===== config.mk =====
export PLATFORM = sky130hd
export DESIGN_NAME = fifo_rd_packer
export DESIGN_NICKNAME = d
export VERILOG_FILES = /design/src/rtl/fifo_rd_packer.sv
export SDC_FILE = /design/constraint.sdc
export NUM_CORES = 1
export LEC_CHECK = 0
export ABC_CLOCK_PERIOD_IN_PS = 3590
export CORE_UTILIZATION = 25
export DETAILED_ROUTE_END_ITERATION = 8
export SLEW_MARGIN = 5
export SYNTH_ARGS = -nofsm -noshare
export SYNTH_HDL_FRONTEND = slang
export SYNTH_SLANG_ARGS = --single-unit

===== constraint.sdc =====
create_clock -name rclk -period 3.59 [get_ports rclk]
set_input_delay 0.359 -clock rclk [delete_from_list [all_inputs] [get_ports rclk]]
set_output_delay 0.359 -clock rclk [all_outputs]
set_load 0.01 [all_outputs]

===== src/rtl/fifo_rd_packer.sv =====
// Read-side consumer of asyncfifo: pops FWFT entries in the rclk domain and packs
// PACK_N of them little-endian into one word on a valid/ready master port.
module fifo_rd_packer #(
    parameter int DSIZE   = 8,
    parameter int PACK_N  = 4,
    parameter int TIMEOUT = 0
) (
    input  logic                           rclk,
    input  logic                           rrst_n,
    input  logic                           rempty,
    input  logic [DSIZE-1:0]               rdata,
    output logic                           rinc,
    input  logic                           flush,
    output logic                           m_valid,
    input  logic                           m_ready,
    output logic [DSIZE*PACK_N-1:0]        m_data,
    output logic [$clog2(PACK_N+1)-1:0]    m_cnt,
    output logic                           busy
);

    localparam int CW = $clog2(PACK_N + 1);
    localparam int IW = (TIMEOUT > 0) ? $clog2(TIMEOUT + 1) : 1;
    localparam int WW = DSIZE * PACK_N;
    localparam logic [CW-1:0] LAST      = CW'(PACK_N - 1);
    localparam logic [IW-1:0] IDLE_LAST = (TIMEOUT > 0) ? IW'(TIMEOUT - 1) : '0;
    localparam logic [IW-1:0] IDLE_MAX  = IW'(TIMEOUT);

    logic [WW-1:0] acc_q, acc_d;
    logic [CW-1:0] cnt_q, cnt_d;
    logic          pend_q, pend_d;
    logic [IW-1:0] idle_q, idle_d;
    logic          valid_q, valid_d;
    logic [WW-1:0] data_q, data_d;
    logic [CW-1:0] mcnt_q, mcnt_d;

    logic out_free, pop, emit, idle_inc, timeout_hit;

    assign out_free    = !valid_q | m_ready;
    // The final pop of a word needs a free output slot; earlier pops only need data.
    assign pop         = rrst_n & !rempty & !pend_q & ((cnt_q < LAST) | out_free);
    assign emit        = pend_q & (cnt_q != '0) & out_free;
    assign idle_inc    = (TIMEOUT > 0) & rempty & (cnt_q != '0) & !pend_q & (idle_q != IDLE_MAX);
    assign timeout_hit = idle_inc & (idle_q == IDLE_LAST);

    always_comb begin
        acc_d   = acc_q;
        cnt_d   = cnt_q;
        pend_d  = pend_q;
        idle_d  = idle_q;
        valid_d = valid_q & !m_ready;
        data_d  = data_q;
        mcnt_d  = mcnt_q;

        if (pop) begin
            for (int unsigned i = 0; i < PACK_N; i++) begin
                if (cnt_q == CW'(i)) acc_d[i*DSIZE +: DSIZE] = rdata;
            end
            if (cnt_q == LAST) begin
                data_d  = acc_d;
                mcnt_d  = CW'(PACK_N);
                valid_d = 1'b1;
                cnt_d   = '0;
                acc_d   = '0;
            end else begin
                cnt_d = cnt_q + CW'(1);
            end
        end else if (emit) begin
            data_d  = acc_q;
            mcnt_d  = cnt_q;
            valid_d = 1'b1;
            cnt_d   = '0;
            acc_d   = '0;
        end

        // Pulses arriving while a flush is pending are absorbed.
        if (pend_q) begin
            if (cnt_q == '0 || out_free) pend_d = 1'b0;
        end else if (flush || timeout_hit) begin
            pend_d = 1'b1;
        end

        if (pop || cnt_q == '0) idle_d = '0;
        else if (idle_inc)      idle_d = idle_q + IW'(1);
    end

    always_ff @(posedge rclk or negedge rrst_n) begin
        if (!rrst_n) begin
            acc_q   <= '0;
            cnt_q   <= '0;
            pend_q  <= 1'b0;
            idle_q  <= '0;
            valid_q <= 1'b0;
            data_q  <= '0;
            mcnt_q  <= '0;
        end else begin
            acc_q   <= acc_d;
            cnt_q   <= cnt_d;
            pend_q  <= pend_d;
            idle_q  <= idle_d;
            valid_q <= valid_d;
            data_q  <= data_d;
            mcnt_q  <= mcnt_d;
        end
    end

    assign rinc    = pop;
    assign m_valid = valid_q;
    assign m_data  = data_q;
    assign m_cnt   = mcnt_q;
    assign busy    = (cnt_q != '0) | pend_q | valid_q;

endmodule

### After elaboration in Yosys (flattened, before gate mapping)

Index checks and enable logic that the tools add are counted.

* logic and storage cells: 53
* output and inout bits: 38
* bits of input ports: 13
* flip-flop bits (word level): 72

* magnitude comparators: 1
* reductions and logical operators: 9
* equality and inequality tests: 4
* mux-type cells: 22
* add/sub/neg operators: 1
* bitwise operators: 10

Operators by type and width (count)
* 2-to-1 mux 32 bit: 6
* 2-to-1 mux 8 bit: 4
* 2-to-1 mux 3 bit: 6
* AND 1 bit: 6
* equality test 3 x 2 -> 1 bit, second input constant: 2
* 2-to-1 mux 1 bit: 6
* zero test 1 bit: 4
* OR 1 bit: 4
* adder 3 x 1 -> 3 bit, second input constant: 1
* equality test 3 x 1 -> 1 bit, second input constant: 1
* zero test 3 bit: 1
* < comparator 3 x 2 -> 1 bit, second input constant: 1
* nonzero test 3 bit: 1
* != test 2 x 1 -> 1 bit, second input constant: 1
* AND reduction 2 bit: 1
* nonzero test 2 bit: 1
* logical OR 1 bit: 1

### Depth between registers and ports, before layout

Gate-level depths: netlist (run 1).

* word-level depth: 6
* depth in mapped cells: 8
* gate-level depth less buffers: 6

### Worst setup path before layout (run 1)

No wires, ideal clock.

* path type: flip-flop to flip-flop
* start point: reg cnt_q[0]
* end point: reg data_q[16] (netlist: m_data[16])
* setup slack: 1.716 ns
* period minus slack after synthesis: 1.874 ns
* path buffers: 1
* arrival time: 1.749 ns
* data required time: 3.465 ns
* setup time: 0.125 ns
* cell stages (with the launch flop): 8
* path through: dfrtp_1 > inv_1 > ha_1 > nor2b_1 > clkbuf_2 > o211ai_2 > mux2_2 > mux2_2

* word-level cells in the longest chain between the ends: 5
* elaborated cells between the ends (all ways): 14
* those cells by class: order compare: 1; eq/ne: 3; mux: 3; bitwise: 4; reduce/logical: 3

Ends and longest elaborated chain
* start, declared: RTL line 29 `logic [CW-1:0] cnt_q, cnt_d;`
* start signal, assigned: RTL line 97 `cnt_q <= cnt_d;`
* < comparator 3 x 2 -> 1 bit or nonzero test 3 bit (tied branches): RTL line 40, 41
* OR 1 bit or AND 1 bit (tied branches): RTL line 40, 41
* AND 1 bit (on tied branches): RTL line 40, 41
* != test 2 x 1 -> 1 bit (no source line) or nonzero test 2 bit (tied branches)
* AND reduction 2 bit (no source line)
* end signal, assigned: RTL line 101 `data_q <= data_d;`
* end, declared: RTL line 33 `logic [WW-1:0] data_q, data_d;`

Parallel ways exist; a longest one is shown, timed or not. The select of a mux whose other input is x is not followed.
A chain may end at the register's enable or synchronous reset.

### Final worst setup path (run 1)

* start point: in m_ready
* end point: out rinc

* word-level cells in the longest chain between the ends: 3

Ends and longest elaborated chain
* start, declared: RTL line 15 `input logic m_ready,`
* OR 1 bit: RTL line 38 `assign out_free = !valid_q | m_ready;`
* OR 1 bit: RTL line 40 `assign pop = rrst_n & !rempty & !pend_q & ((cnt_q < LAST) | out_free);`
* AND 1 bit: RTL line 40
* end, declared: RTL line 12 `output logic rinc,`

Every way passes these cells.

==> summary.md, run 1 <==
| Metric | Value |
|---|---|
| WL/cell | ~16 µm |
| Max cap viols | 0 |
| Synth area leader | dfrtp_1 |
| Synth Flop Type | dfrtp_1 |
| Cell count after placement | 453 |
| Sink Count | 72 |
| Root Buffer | clkbuf_16 |
| FMAX | 385.9 MHz |
| Vias in the first global route | 2234 |
| Detailed-route via count | around 2200 |
| Top post-synthesis cells by count | 72 x dfrtp_1, 49 x mux2_2, 24 x a32o_1 |
| Core Util, Final | between 30% and 40% |
| Setup Skew | 4.730 ps |
| Non-filler cells, final | between 400 and 500 |
| Die height | 114.8 µm |
| Synth warn | 0 |
| Top Ports | 51 |
| Final period util | 72.18% |
| Post-Syn Area per Cell | 13.15 µm² |
| # Post-CTS Setup Buffers | 0 |
| Global-route wire length before repair | 12190 µm |
| Setup TNS | 0 ps |
| Synth top area cells | dfrtp_1 57%, mux2_2 17%, a32o_1 7.6%, nand2_1 2.1%, and3_1 1.8% |
| CP Launch Point | m_ready |
| Hold Buf Count CTS | 0 |
| Yosys top cell area share | between 50% and 60% |
| Final ANT Viol Nets | 0 |
| CTS HTree Levels | 3 |
| Clock Latency Late Sink | 330 ps |
| FF-to-FF End | m_data[23]$_DFFE_PN0P_ |
| Ys async rst share | 100.0% |
| Worst r2r src | cnt_q[0]$_DFFE_PN0P_ |
| Final hold vios | 0 |
| Pin count of the biggest net entering global routing | 73 |
| Unrepaired setup endpoints after global routing | false |
| Power Density | 808.7 nW/µm² |
| Final wirelength | 7529 µm |
| R2r setup slk | 1090 ps |
| Number of diodes | 0 |
| DR DRC count | 0 |
| Ratio of cells with drive above 1 in the final layout | between 20 and 30% |
| #FFs+latches synth | 72 |
| CP Max Fanout | 10 |
| Core area | 12210 µm² |
| Worst EP arrival | 2230 ps |
| DR pass1 iterations | 4 |
| Placer congestion estimate | between 0.7 and 0.8 |
| Top-count cell post-synth | dfrtp_1 |
| Period minus WS final | between 2000 and 3000 ps |
| Worst vdd ir | 298.7 µV |
| CP Capture Point | rinc |
| Die W | around 110 µm |
| P_leak | 1.922 nW |
| Number of synthesized flops with an enable pin | 0 |
| Layout area overhead | 32.95% |
| WP data required | 3230 ps |
| Fillers | 1236 |
| Resized Gates After CTS | 0 |
| Port Buf Inserts | 50 |
| Initial cell density of the core | 26.06% |
| Worst setup EP type | primary output |
| Final setup fails | 0 |
| Die footprint | 13180 µm² |
| Syn Inst Count | 242 |
| Mapped cell area | 3182 µm² |
| Max-slew violations | 0 |
| Nets | about 310 |
| Total grt overflow | 0 |
| Synth unique cells | 29 |
| Synth Net Count | 259 |
| Antenna violations before repair | 0 |
| Worst min path class | in -> async |
| R2R depth | 6 |
| Run status | completed |
| Initial DRC Count | 121 |
| Clock Tree Buf Depth | 2 |
| Total GRT Usage | between 10% and 20% |
| Std cell rows | 40 |
| Worst-path clk slew | about 50 ps |
| CTS tree | yes |
| Startpoint Class | input port |
| Num CTS Buffers | 9 |
| Worst setup path class | in -> out |
| Worst Tran Pin Value | 901.7 ps |
| Post-synthesis sequential area ratio | a little under three fifths |
| Final HPWL DP | 5227 µm |
| DR vias/cell | 4.731 |
| Max_slew headroom | 39.88% |
[worst min path at each step]
stage / from / endpoint
after floorplan: rrst_n / acc_q[0]$_DFFE_PN0P_
after global placement: acc_q[9]$_DFFE_PN0P_ / acc_q[9]$_DFFE_PN0P_
after detailed placement: acc_q[1]$_DFFE_PN0P_ / acc_q[1]$_DFFE_PN0P_
after CTS: rrst_n / m_cnt[2]$_DFFE_PN0P_
after global routing: rrst_n / m_cnt[0]$_DFFE_PN0P_
final: rrst_n / cnt_q[0]$_DFFE_PN0P_
[flip-flops by register name, indices dropped and copies added (netlist names)]
register  flops
m_cnt         3
m_data       32
pend_q        1
acc_q        32
m_valid       1
cnt_q         3
[metrics by stage]
step / area [µm²] / hold slack (ps) / setup slack (ps) / power [W]
after CTS: 4230 / 312.4 / 993.6 / 0.003458
after floorplan: 3182 / 63.41 / 1716 / 0.001843
after detailed placement: 3872 / 476.6 / 913.9 / 0.002382
after global placement: 3872 / 468.8 / 998.2 / 0.002351
after global routing: 4230 / 346.2 / 902.0 / 0.003610
final: 4230 / 243.7 / 998.6 / 0.003421
[layout make-up]
type / instances / area (µm²) / share of cell area [%]
clock buffer: 9 / 225.2 / 5.324
timing repair buffer: 57 / 548.0 / 12.95
clock inverter: 6 / 132.6 / 3.135
sequential: 72 / 1802 / 42.59
multi-input combinational: 151 / 1294 / 30.58
inverter: 5 / 18.77 / 0.4437
tap: 168 / 210.2 / 4.969
[power breakdown]
group	switching [W]	total, W	internal [W]
logic	0.000516	0.00114	0.000623
registers	0.000152	0.00121	0.00106
clock network	0.000328	0.00107	0.000743
[per-layer routing]
layer | GRT usage [%] | vias up | wire [µm]
met3 | 2.425 | 11 | 326
met2 | 19.15 | 60 | 3441
li1 | - | 1012 | -
met4 | 5.455 | 0 | 106
met5 | 0 | - | 0
met1 | 16.86 | 1131 | 3655
[layout by cell type (no fill, tap or decap), drive strengths merged, types with 3 or more instances in the layout]
master | netlist | layout
a21oi | 4 | 4
a31oi | 7 | 7
a32o | 24 | 24
and3 | 9 | 9
buf | 6 | 8
bufinv | 0 | 4
clkbuf | 8 | 9
clkdlybuf4s50 | 0 | 49
dfrtp | 72 | 72
ha | 4 | 4
inv | 4 | 4
mux2 | 49 | 49
nand2 | 18 | 18
nor2 | 11 | 11
nor2b | 4 | 4
o211ai | 4 | 4
o21ai | 3 | 3
o22ai | 4 | 4
[logic make-up (layout without fill, tap and decap cells)]
family,Yosys count,count (layout),share of synthesized area (%)
and+or+nand+nor,48,48,7.471
DFF,72,72,56.63
muxes,49,49,17.34
buffers and inverters,19,77,2.713
AOI/OAI and AO/OA,50,50,14.27
adders and majority gates,4,4,1.573
[critical path, cell delays in order]
cell and delay [ps]:
clkdlybuf4s50_1 400, nand2b_1 330, o21ai_2 270, clkinv_1 290
clkdlybuf4s50_1 580
Note: power is estimated with default switching activity, not from simulation.
==> run 2: changes to the inputs <==
--- a/config.mk
+++ b/config.mk
@@ -5,7 +5,7 @@
 export SDC_FILE = /design/constraint.sdc
 export NUM_CORES = 1
 export LEC_CHECK = 0
-export ABC_CLOCK_PERIOD_IN_PS = 3590
+export ABC_CLOCK_PERIOD_IN_PS = 2200
 export CORE_UTILIZATION = 25
 export DETAILED_ROUTE_END_ITERATION = 8
 export SLEW_MARGIN = 5
==> constraint.sdc (replaced) <==
create_clock -name rclk -period 2.2 [get_ports rclk]
set_input_delay 0.22 -clock rclk [delete_from_list [all_inputs] [get_ports rclk]]
set_output_delay 0.22 -clock rclk [all_outputs]
set_load 0.01 [all_outputs]
==> summary.md, run 2 (synthesized netlist as in run 1, its figures left out) <==
| Metric | Value |
|---|---|
| P_leak | 1.972 nW (+2.6%) |
| Setup Skew | 7.007 ps (+2.276 ps) |
| Power Density | 1252 nW/µm² (+55%) |
| Core area | 12210 µm² (unchanged) |
| Worst r2r src | cnt_q[1]$_DFFE_PN0P_ |
| Slowest cell on crit path | clkdlybuf4s50_1 |
| DR pass1 iterations | 4 (unchanged) |
| Worst setup path class | reg -> out |
| Nets | 328 (+4.8%) |
| CP Max Fanout | 9 (-1) |
| Non-filler cells, final | 484 (+3.4%) |
| Antenna violations before repair | 0 (unchanged) |
| Worst min path class | in -> async |
| Worst-path clk slew | 60 ps (about the same) |
| DR DRC count | 0 (unchanged) |
| Peak per-stage delay on the critical path | 530 ps (-50 ps) |
| Final ANT Viol Nets | 0 (unchanged) |
| Worst path cell trace | a21oi_4 > o21ai_2 > clkinv_1 > clkdlybuf4s50_1 |
| WP buf/inv | 2 (-1) |
| Worst setup EP type | primary output |
| Startpoint Class | register |
| WP data required | 1980 ps (-1250 ps) |
| Worst vdd ir | 402.0 µV (+35%) |
| R2R depth | 7 (+1) |
| CTS HTree Levels | 3 (unchanged) |
| Number of diodes | 0 (unchanged) |
| Cell count after placement | 465 (+2.6%) |
| Ratio of cells with drive above 1 in the final layout | 31.65% (+4.3 points) |
| Total GRT Usage | 13.27% (+0.90 points) |
| Port Buf Inserts | 50 (unchanged) |
| Final wirelength | 7973 µm (+5.9%) |
| Sink Count | 72 (unchanged) |
| Final period util | 92.00% |
| FMAX | between 400 and 500 MHz |
| CTS tree | yes |
| Detailed-route via count | 2275 (+2.8%) |
| Std cell rows | 40 (unchanged) |
| Initial DRC Count | 101 (-17%) |
| Die W | 114.8 µm (unchanged) |
| Die height | 114.8 µm (unchanged) |
| Run status | completed |
| Most common cell after layout, fill and taps aside | dfrtp_1 |
| Period minus WS final | 2024 ps |
| Final hold vios | 0 (unchanged) |
| Initial cell density of the core | 26.06% (unchanged) |
| WL/cell | 16.47 µm (+2.4%) |
| Global-route wire length before repair | 13050 µm (+7.1%) |
| Most frequent cells in the layout | 70 x dfrtp_1, 49 x mux2_2, 48 x clkdlybuf4s50_1 |
| FF-to-FF End | m_data[0]$_DFFE_PN0P_ |
| Unrepaired setup endpoints after global routing | false |
| Max-slew violations | 0 (unchanged) |
| Placer congestion estimate | 0.7686 (+1.6%) |
| CP Launch Point | cnt_q[2]$_DFFE_PN0P_ |
| Final HPWL DP | 5299 µm (+1.4%) |
| Total grt overflow | 0 (unchanged) |
| Num CTS Buffers | 9 (unchanged) |
| Top Ports | 51 (unchanged) |
| Root Buffer | clkbuf_16 |
| Multi-input gate area | 1301 µm² (+0.58%) |
| Worst EP arrival | 1800 ps (-430 ps) |
| Worst Tran Pin Value | 921.3 ps (+19.60 ps) |
| Final setup fails | 0 (unchanged) |
| Clock Tree Buf Depth | 2 (unchanged) |
| Max cap viols | 0 (unchanged) |
| DR vias/cell | 4.700 (-0.64%) |
| Pin count of the biggest net entering global routing | 73 (unchanged) |
| Fillers | 1242 (+0.49%) |
| Clock Latency Late Sink | 340 ps (about the same) |
| Die footprint | 13180 µm² (unchanged) |
| CP top delay family | buffers and inverters |
| Setup TNS | 0 ps (unchanged) |
| R2r setup slk | 280 ps (-810 ps) |
| Layout area overhead | 35.75% |
| Register area | 1804 µm² (+0.14%) |
| Power consumption | 0.005406 W (+58%) |
| Vias in the first global route | 2419 (+8.3%) |
| Max_slew headroom | 38.58% (-1.3 points) |
[run 2: worst max-delay path by stage]
| stage | to | cells after the start |
|---|---|---|
| 2_1_floorplan | m_data[16]$_DFFE_PN0P_ | 7 |
| 3_3_place_gp | acc_q[4]$_DFFE_PN0P_ | 6 |
| 3_5_place_dp | acc_q[4]$_DFFE_PN0P_ | 6 |
| 4_1_cts | busy | 5 |
| 5_1_grt | rinc | 4 |
| 6_report | rinc | 4 |
[run 2: area by class of cell]
cell class / count / area share, %
sequential: 72 / 41.77
multi-input combinational: 151 / 30.13
clock inverter: 7 / 1.651
timing repair buffer: 72 / 15.93
clock buffer: 9 / 5.214
tap: 168 / 4.867
inverter: 5 / 0.4345
[run 2: worst reg2reg max path, delay by kind of cell, from the launching register on]
family          cells  cell delay [ps]
compound gates      1              150
fa+ha+maj           1              180
buf+inv             2              300
flops               1              450
mux                 2              540
simple gates        1              190
[run 2: what timing repair did]
action | in CTS | in global routing
endpoints found under the setup margin | 1 | 2
pin swaps | 0 | 1
buffers inserted | 2 | 1
hold buffers | 0 | 0
resized for setup | 1 | 3
[run 2: power by group]
| part | leakage (nW) | switching, W | total [W] | internal [W] |
|---|---|---|---|---|
| clock | 0.138 | 0.000576 | 0.00145 | 0.000877 |
| sequential | 0.971 | 0.000246 | 0.00198 | 0.00173 |
| combinational | 0.863 | 0.000876 | 0.00198 | 0.00110 |
| total | 1.97 | 0.00170 | 0.00541 | 0.00371 |
[run 2: through the flow]
step / hold WS, ps / area (µm²) / worst slack [ps] / util, %
2_1_floorplan: -75.59 / 3182 / 326.4 / -
3_3_place_gp: 468.3 / 3988 / 97.77 / 32.65
3_5_place_dp: 475.3 / 3988 / 19.74 / 32.65
4_1_cts: 166.6 / 4300 / 9.114 / 35.22
5_1_grt: 207.3 / 4319 / 80.13 / 35.37
6_report: 98.33 / 4319 / 175.9 / 35.37
[run 2: routing by layer]
| metal | track usage, % | part of all wire [%] | up-vias |
|---|---|---|---|
| met5 | 0 | 0 | - |
| met4 | 5.455 | 1.7 | 0 |
| met3 | 3.268 | 5.5 | 11 |
| met2 | 20.44 | 47 | 64 |
| met1 | 17.90 | 46 | 1157 |
| li1 | - | - | 1043 |
